**src/rtl/seg7_scan_decoder.sv**
```systemverilog
// seg7_scan_decoder
// Recovers hex digits from a multiplexed, active-low seven-segment bus.
// The bus is registered once, each anode window is debounced by a stability
// counter, and every debounced pattern is decoded into a working frame.
// A frame with every digit captured is handed to a valid/ready output
// register, or dropped with an overrun pulse if the consumer is stalled.

module seg7_scan_decoder #(
  parameter int NUM_DIG       = 4,
  parameter int STABLE_CYCLES = 4
) (
  input  logic                   clk,
  input  logic                   rst_n,
  input  logic [6:0]             seg_n,
  input  logic [NUM_DIG-1:0]     an_n,
  output logic [4*NUM_DIG-1:0]   frame_data,
  output logic [NUM_DIG-1:0]     frame_blank,
  output logic                   frame_err,
  output logic                   frame_valid,
  input  logic                   frame_ready,
  output logic                   overrun
);

  localparam int CW = 8;
  localparam int IW = (NUM_DIG > 1) ? $clog2(NUM_DIG) : 1;
  localparam logic [CW-1:0] STABLE_MAX = CW'(STABLE_CYCLES);
  localparam logic [6:0]    PAT_BLANK  = 7'b1111111;

  // Sample register and its one-cycle-old copy used for the equality test
  logic [6:0]         seg_q, seg_p_q;
  logic [NUM_DIG-1:0] an_q, an_p_q;

  // Window debounce state
  logic [CW-1:0]      cnt_q, cnt_d;
  logic               flag_q, flag_d;

  // Working frame
  logic [4*NUM_DIG-1:0] work_data_q, work_data_d;
  logic [NUM_DIG-1:0]   work_blank_q, work_blank_d;
  logic [NUM_DIG-1:0]   mask_q, mask_d;
  logic                 err_acc_q, err_acc_d;

  // Output register
  logic [4*NUM_DIG-1:0] out_data_q, out_data_d;
  logic [NUM_DIG-1:0]   out_blank_q, out_blank_d;
  logic                 out_err_q, out_err_d;
  logic                 valid_q, valid_d;
  logic                 ovr_q, ovr_d;

  // Combinational helpers
  logic               qual;
  logic [IW-1:0]      dig_idx;
  logic               same;
  logic               capture;
  logic [3:0]         dec_nib;
  logic               dec_blank;
  logic               dec_err;
  logic               complete;
  logic               load;
  logic               drop;

  // Pattern decode: returns {err, blank, nibble}
  function automatic logic [5:0] decode_seg(input logic [6:0] p);
    logic [5:0] r;
    r = 6'b10_0000;
    case (p)
      7'b0000001: r = 6'h00;
      7'b1001111: r = 6'h01;
      7'b0010010: r = 6'h02;
      7'b0000110: r = 6'h03;
      7'b1001100: r = 6'h04;
      7'b0100100: r = 6'h05;
      7'b0100000: r = 6'h06;
      7'b0001111: r = 6'h07;
      7'b0000000: r = 6'h08;
      7'b0000100: r = 6'h09;
      7'b0001000: r = 6'h0a;
      7'b1100000: r = 6'h0b;
      7'b0110001: r = 6'h0c;
      7'b1000010: r = 6'h0d;
      7'b0110000: r = 6'h0e;
      7'b0111000: r = 6'h0f;
      PAT_BLANK:  r = 6'b01_0000;
      default:    r = 6'b10_0000;
    endcase
    return r;
  endfunction

  // Register the raw bus and keep the previous sample for comparison
  always_ff @(posedge clk or negedge rst_n) begin
    if (!rst_n) begin
      seg_q   <= '0;
      an_q    <= '0;
      seg_p_q <= '0;
      an_p_q  <= '0;
    end else begin
      seg_q   <= seg_n;
      an_q    <= an_n;
      seg_p_q <= seg_q;
      an_p_q  <= an_q;
    end
  end

  // Qualify the sample (exactly one anode low) and find which digit it is
  always_comb begin
    int zeros;
    zeros   = 0;
    dig_idx = '0;
    for (int i = 0; i < NUM_DIG; i++) begin
      if (!an_q[i]) begin
        zeros   = zeros + 1;
        dig_idx = IW'(i);
      end
    end
    qual = (zeros == 1);
    same = (seg_q == seg_p_q) && (an_q == an_p_q);
  end

  // Stability counter and once-per-window capture flag
  always_comb begin
    cnt_d   = cnt_q;
    flag_d  = flag_q;
    capture = 1'b0;
    if (!qual) begin
      cnt_d  = '0;
      flag_d = 1'b0;
    end else if (!same) begin
      cnt_d  = CW'(1);
      flag_d = 1'b0;
    end else if (cnt_q < STABLE_MAX) begin
      cnt_d = cnt_q + CW'(1);
    end
    if (qual && (cnt_d == STABLE_MAX) && !flag_d) begin
      capture = 1'b1;
      flag_d  = 1'b1;
    end
  end

  // Decode the sample currently on the bus
  always_comb begin
    logic [5:0] r;
    r         = decode_seg(seg_q);
    dec_nib   = r[3:0];
    dec_blank = r[4];
    dec_err   = r[5];
  end

  // Frame assembly, completion hand-off and output handshake
  always_comb begin
    complete = &mask_q;
    load     = complete && (!valid_q || frame_ready);
    drop     = complete && valid_q && !frame_ready;

    work_data_d  = work_data_q;
    work_blank_d = work_blank_q;
    mask_d       = complete ? '0 : mask_q;
    err_acc_d    = complete ? 1'b0 : err_acc_q;

    out_data_d  = out_data_q;
    out_blank_d = out_blank_q;
    out_err_d   = out_err_q;
    valid_d     = valid_q;
    ovr_d       = drop;

    if (load) begin
      out_data_d  = work_data_q;
      out_blank_d = work_blank_q;
      out_err_d   = err_acc_q;
      valid_d     = 1'b1;
    end else if (valid_q && frame_ready) begin
      valid_d = 1'b0;
    end

    if (capture) begin
      work_data_d[4*dig_idx +: 4] = dec_nib;
      work_blank_d[dig_idx]       = dec_blank;
      mask_d[dig_idx]             = 1'b1;
      err_acc_d                   = err_acc_d | dec_err;
    end
  end

  // Debounce state registers
  always_ff @(posedge clk or negedge rst_n) begin
    if (!rst_n) begin
      cnt_q  <= '0;
      flag_q <= 1'b0;
    end else begin
      cnt_q  <= cnt_d;
      flag_q <= flag_d;
    end
  end

  // Working frame registers
  always_ff @(posedge clk or negedge rst_n) begin
    if (!rst_n) begin
      work_data_q  <= '0;
      work_blank_q <= '0;
      mask_q       <= '0;
      err_acc_q    <= 1'b0;
    end else begin
      work_data_q  <= work_data_d;
      work_blank_q <= work_blank_d;
      mask_q       <= mask_d;
      err_acc_q    <= err_acc_d;
    end
  end

  // Output frame registers
  always_ff @(posedge clk or negedge rst_n) begin
    if (!rst_n) begin
      out_data_q  <= '0;
      out_blank_q <= '0;
      out_err_q   <= 1'b0;
      valid_q     <= 1'b0;
      ovr_q       <= 1'b0;
    end else begin
      out_data_q  <= out_data_d;
      out_blank_q <= out_blank_d;
      out_err_q   <= out_err_d;
      valid_q     <= valid_d;
      ovr_q       <= ovr_d;
    end
  end

  assign frame_data  = out_data_q;
  assign frame_blank = out_blank_q;
  assign frame_err   = out_err_q;
  assign frame_valid = valid_q;
  assign overrun     = ovr_q;

endmodule

```
**config.mk**
```make
export PLATFORM = sky130hd
export DESIGN_NAME = seg7_scan_decoder
export DESIGN_NICKNAME = d
export VERILOG_FILES = /design/src/rtl/seg7_scan_decoder.sv
export SDC_FILE = /design/constraint.sdc
export NUM_CORES = 1
export LEC_CHECK = 0
export CAP_MARGIN = 20
export CORE_MARGIN = 8
export CORE_UTILIZATION = 50
export DETAILED_ROUTE_END_ITERATION = 7
export DONT_BUFFER_PORTS = 1
export SLEW_MARGIN = 20
export SYNTH_ARGS = -nofsm -noshare
export SYNTH_HDL_FRONTEND = slang
export SYNTH_SLANG_ARGS = --single-unit
```
**constraint.sdc**
```tcl
create_clock -name clk -period 2.9 [get_ports clk]
set_input_delay 0.725 -clock clk [delete_from_list [all_inputs] [get_ports clk]]
set_output_delay 0.725 -clock clk [all_outputs]
set_load 0.005 [all_outputs]
```
==> impl_results.html <==
<table>
<tr><th>Metric</th><th>Value</th></tr>
<tr><th colspan="2">Clocking</th></tr>
<tr><td>TritonCTS Buffers</td><td>9</td></tr>
<tr><td>Maximum level of the CTS H-tree</td><td>3</td></tr>
<tr><td>Count of cells resized by post-cts repair</td><td>0</td></tr>
<tr><td>Clock transition at the registers of the reported paths</td><td>80 ps</td></tr>
<tr><td>Count of clock tree sinks</td><td>79</td></tr>
<tr><td>TritonCTS clock tree</td><td>yes</td></tr>
<tr><td>Clock latency at the later pin of the worst-skew pair</td><td>360 ps</td></tr>
<tr><td>Hold buffer count at CTS</td><td>0</td></tr>
<tr><td>Clock tree root driver cell</td><td>clkbuf_8</td></tr>
<tr><td>Setup bufs post-CTS</td><td>0</td></tr>
<tr><td>Deepest clock path buffer count</td><td>2</td></tr>
<tr><th colspan="2">Timing</th></tr>
<tr><td>Pin slew with the least headroom to its limit</td><td>484.1 ps</td></tr>
<tr><td>Crit path time final</td><td>2699 ps</td></tr>
<tr><td>Final slew viol count</td><td>0</td></tr>
<tr><td>Setup repair after global routing missed its margin</td><td>false</td></tr>
<tr><td>Aggregate negative setup slack</td><td>0 ps</td></tr>
<tr><td>Fmax</td><td>370.5 MHz</td></tr>
<tr><td>Clock skew after layout</td><td>14.21 ps</td></tr>
<tr><td>Count of final hold-check violations</td><td>0</td></tr>
<tr><td>Final cycle utilization of the critical path</td><td>0.9308</td></tr>
<tr><td>Max transition margin</td><td>0.6728</td></tr>
<tr><td>Setup Viol. Count Final</td><td>0</td></tr>
<tr><th colspan="2">Synth</th></tr>
<tr><td>Cell type contributing the most total cell area after synthesis</td><td>dfrtp_1</td></tr>
<tr><td>Synth Flop Type</td><td>dfrtp_1</td></tr>
<tr><td>Number of synthesized flops with an enable pin</td><td>0</td></tr>
<tr><td>Yosys top cell area share</td><td>0.5771</td></tr>
<tr><td>Simple-gate share of the synthesized area</td><td>0.1359</td></tr>
<tr><td>Compound-cell area share of the yosys netlist</td><td>0.06647</td></tr>
<tr><td>Adder and majority gate portion of the synthesized area</td><td>0.01461</td></tr>
<tr><td>Synth Warn #</td><td>0</td></tr>
<tr><td>Dominant combinational cell family by area after synthesis</td><td>multiplexers</td></tr>
<tr><td>Mean instance size in the synthesized netlist</td><td>13.65 µm²</td></tr>
<tr><td>Fraction of the yosys area taken by sequential cells</td><td>0.5771</td></tr>
<tr><td>Seq cells post-synth</td><td>79</td></tr>
<tr><td>Netlist Area Pre-Place</td><td>0.003426 mm²</td></tr>
<tr><td>Number of cells produced by synthesis</td><td>251</td></tr>
<tr><td>Number of distinct library cells after synthesis</td><td>57</td></tr>
<tr><td>Post-synthesis share of cell area spent on xor and xnor gates</td><td>0.04054</td></tr>
<tr><td>Multiplexer area fraction after synthesis</td><td>0.1410</td></tr>
<tr><td>Top cells by area, synth</td><td>dfrtp_1 58%, mux2_2 14%, xor2_1 3.3%</td></tr>
<tr><td>Fraction of registers with async set or reset after synthesis</td><td>1.000</td></tr>
<tr><td>Post-synth net total</td><td>269</td></tr>
<tr><th colspan="2">Route</th></tr>
<tr><td>Routed wire length</td><td>6054 µm</td></tr>
<tr><td>Via density per instance</td><td>5.700</td></tr>
<tr><td>Number of iterations in the first detailed-routing pass</td><td>4</td></tr>
<tr><td>Residual DRC count</td><td>0</td></tr>
<tr><td>Via total after detailed routing</td><td>1955</td></tr>
<tr><td>Number of nets with antenna violations after detailed routing</td><td>0</td></tr>
<tr><td>Starting DRT DRC Count</td><td>77</td></tr>
<tr><td>Post-DR wirelength/cell</td><td>17.65 µm</td></tr>
<tr><th colspan="2">GRT</th></tr>
<tr><td>Via count of the first global-routing pass</td><td>1983</td></tr>
<tr><td>GRT Residual Overflow</td><td>0</td></tr>
<tr><td>Wire length of the first global-routing pass</td><td>10440 µm</td></tr>
<tr><td>Initial antenna violation count</td><td>0</td></tr>
<tr><td>GRT Resource Usage Total</td><td>0.1373</td></tr>
<tr><td>Pin count of the biggest net entering global routing</td><td>80</td></tr>
<tr><th colspan="2">Critical path</th></tr>
<tr><td>Startpoint type of the worst setup path</td><td>flip-flop</td></tr>
<tr><td>Maximum fanout along the worst path</td><td>9</td></tr>
<tr><td>Logic depth of the worst register-to-register path</td><td>9</td></tr>
<tr><td>CP Data Required Time</td><td>3160 ps</td></tr>
<tr><td>CP Capture Type</td><td>flip-flop</td></tr>
<tr><td>Arrival time at the worst endpoint</td><td>2960 ps</td></tr>
<tr><td>Setup CP Type</td><td>reg2reg</td></tr>
<tr><th colspan="2">Die</th></tr>
<tr><td>Die X-Extent</td><td>98.78 µm</td></tr>
<tr><td>Num rows</td><td>30</td></tr>
<tr><td>Starting density of the core</td><td>0.5099</td></tr>
<tr><td>Area of the die</td><td>0.009757 mm²</td></tr>
<tr><td>Placeable Area</td><td>0.006719 mm²</td></tr>
<tr><td>Y dimension of the die</td><td>98.78 µm</td></tr>
<tr><td>Number of I/O pins</td><td>37</td></tr>
<tr><th colspan="2">Layout</th></tr>
<tr><td>Area used by sequential logic in the layout</td><td>0.001977 mm²</td></tr>
<tr><td>Diodes inserted</td><td>0</td></tr>
<tr><td>Layout filler cell count</td><td>551</td></tr>
<tr><td>Share of post-route cells with drive strength above 1</td><td>0.3080</td></tr>
<tr><td>Area growth syn-to-layout</td><td>8.364%</td></tr>
<tr><td>Most common library cell in the layout ignoring fill and taps</td><td>dfrtp_1</td></tr>
<tr><td>Post-layout net count</td><td>276</td></tr>
<tr><td>Footprint of the multi-input gates</td><td>0.001368 mm²</td></tr>
<tr><td>Highest-count cells in the layout ignoring fill and taps</td><td>79 x dfrtp_1, 42 x mux2_2, 13 x xor2_1</td></tr>
<tr><td>Post-Layout Cell Count</td><td>343</td></tr>
<tr><th colspan="2">Power and ir drop</th></tr>
<tr><td>Worst IR Drop VDD</td><td>0.2817 mV</td></tr>
<tr><td>Leakage power of the design</td><td>0.001779 µW</td></tr>
<tr><td>Pwr per Cell Area</td><td>539.8 mW/mm²</td></tr>
<tr><td>Power consumption</td><td>2004 µW</td></tr>
<tr><th colspan="2">Place</th></tr>
<tr><td>Final HPWL from detailed placement</td><td>4135 µm</td></tr>
<tr><td>Port Buf Inserts</td><td>0</td></tr>
<tr><td>Placer congestion estimate</td><td>0.7429</td></tr>
<tr><td>DP Cell Count</td><td>327</td></tr>
<tr><th colspan="2">Job</th></tr>
<tr><td>Number of maximum-capacitance violations</td><td>0</td></tr>
<tr><th colspan="2">Hold path</th></tr>
<tr><td>Class of the tightest hold or removal check</td><td>in2async</td></tr>
<tr><th colspan="2">Outcome</th></tr>
<tr><td>Outcome</td><td>complete, no violations</td></tr>
</table>
[sequential cells by signal (all words and copies together) (netlist names)]
name / cells
work_blank_q: 4
flag_q: 1
err_acc_q: 1
work_data_q: 16
seg_p_q: 7
frame_data: 16
an_q: 4
frame_err: 1
seg_q: 7
overrun: 1
an_p_q: 4
frame_valid: 1
cnt_q: 8
frame_blank: 4
mask_q: 4
[power by group]
group	leakage (µW)	internal, µW	switching (µW)
registers	0.00105	1120	18.7
clock network	0.0000870	344	419
logic	0.000640	45.2	59.2
[critical path: stages, from the launching register on]
cell     delay [ps]
dfrtp_1         420
inv_1            90
ha_1            320
xnor2_2         170
ha_1            300
nor3_1          200
a32oi_2         110
buf_4           220
or4_1           530
o31ai_1         250
[path summary, 6_finish.rpt]
| kind | slack, ps | to | start |
|---|---|---|---|
| max in group asynchronous | 2720 | cnt_q[4]$_DFF_PN0_ | rst_n |
| setup / recovery | 200 | err_acc_q$_DFF_PN0_ | an_q[1]$_DFF_PN0_ |
| hold reg to reg | 470 | an_p_q[1]$_DFF_PN0_ | an_q[1]$_DFF_PN0_ |
| setup reg to reg | 200 | err_acc_q$_DFF_PN0_ | an_q[1]$_DFF_PN0_ |
| min in group clk | 390 | seg_q[3]$_DFF_PN0_ | seg_n[3] |
| hold / removal | 60 | seg_q[4]$_DFF_PN0_ | rst_n |
[metal layers]
metal | GRT usage | share of wire | vias to the layer above
li1 | - | - | 915
met1 | 0.1777 | 0.46 | 1001
met2 | 0.2032 | 0.46 | 30
met3 | 0.04228 | 0.053 | 9
met4 | 0.06730 | 0.020 | 0
met5 | 0 | 0 | -
[cell families (layout without fill, tap and decap cells)]
family,Yosys count,count (layout)
AND/OR/NAND/NOR,64,64
multiplexers,43,43
AO/OA/AOI/OAI,30,30
XOR/XNOR,15,15
flip-flops,79,79
adder cells (fa/ha/maj),4,4
buffers and inverters,16,28
[Yosys cell counts, types with 3 or more instances]
| cell type | number |
|---|---|
| a21o_1 | 5 |
| a21oi_1 | 3 |
| and2_1 | 5 |
| buf_6 | 3 |
| clkbuf_1 | 9 |
| dfrtp_1 | 79 |
| ha_1 | 4 |
| inv_1 | 3 |
| mux2_2 | 42 |
| nand2_1 | 6 |
| nor2_1 | 11 |
| nor2b_1 | 4 |
| nor3_1 | 6 |
| nor3_4 | 3 |
| nor3b_1 | 3 |
| o21ai_0 | 4 |
| or3_1 | 3 |
| xor2_1 | 13 |
[layout make-up]
| type | instances | area share |
|---|---|---|
| sequential | 79 | 0.5325 |
| tap | 80 | 0.02696 |
| inverter | 3 | 0.003033 |
| clock inverter | 6 | 0.01382 |
| multi-input combinational | 156 | 0.3684 |
| timing repair buffer | 9 | 0.01820 |
| clock buffer | 10 | 0.03707 |
[stage by stage]
step / hold WS, ps / setup slack [ps] / area, µm² / util
finish: 56.78 / 200.6 / 3712 / 0.5525
global route: 31.63 / 15.67 / 3712 / 0.5525
CTS: 38.91 / 123.1 / 3712 / 0.5525
detailed placement: 432.4 / 131.3 / 3523 / 0.5244
global placement: 427.8 / 206.2 / 3523 / 0.5244
floorplan: 348.7 / 310.0 / 3426 / -
Power figures use the tool's default switching activity.
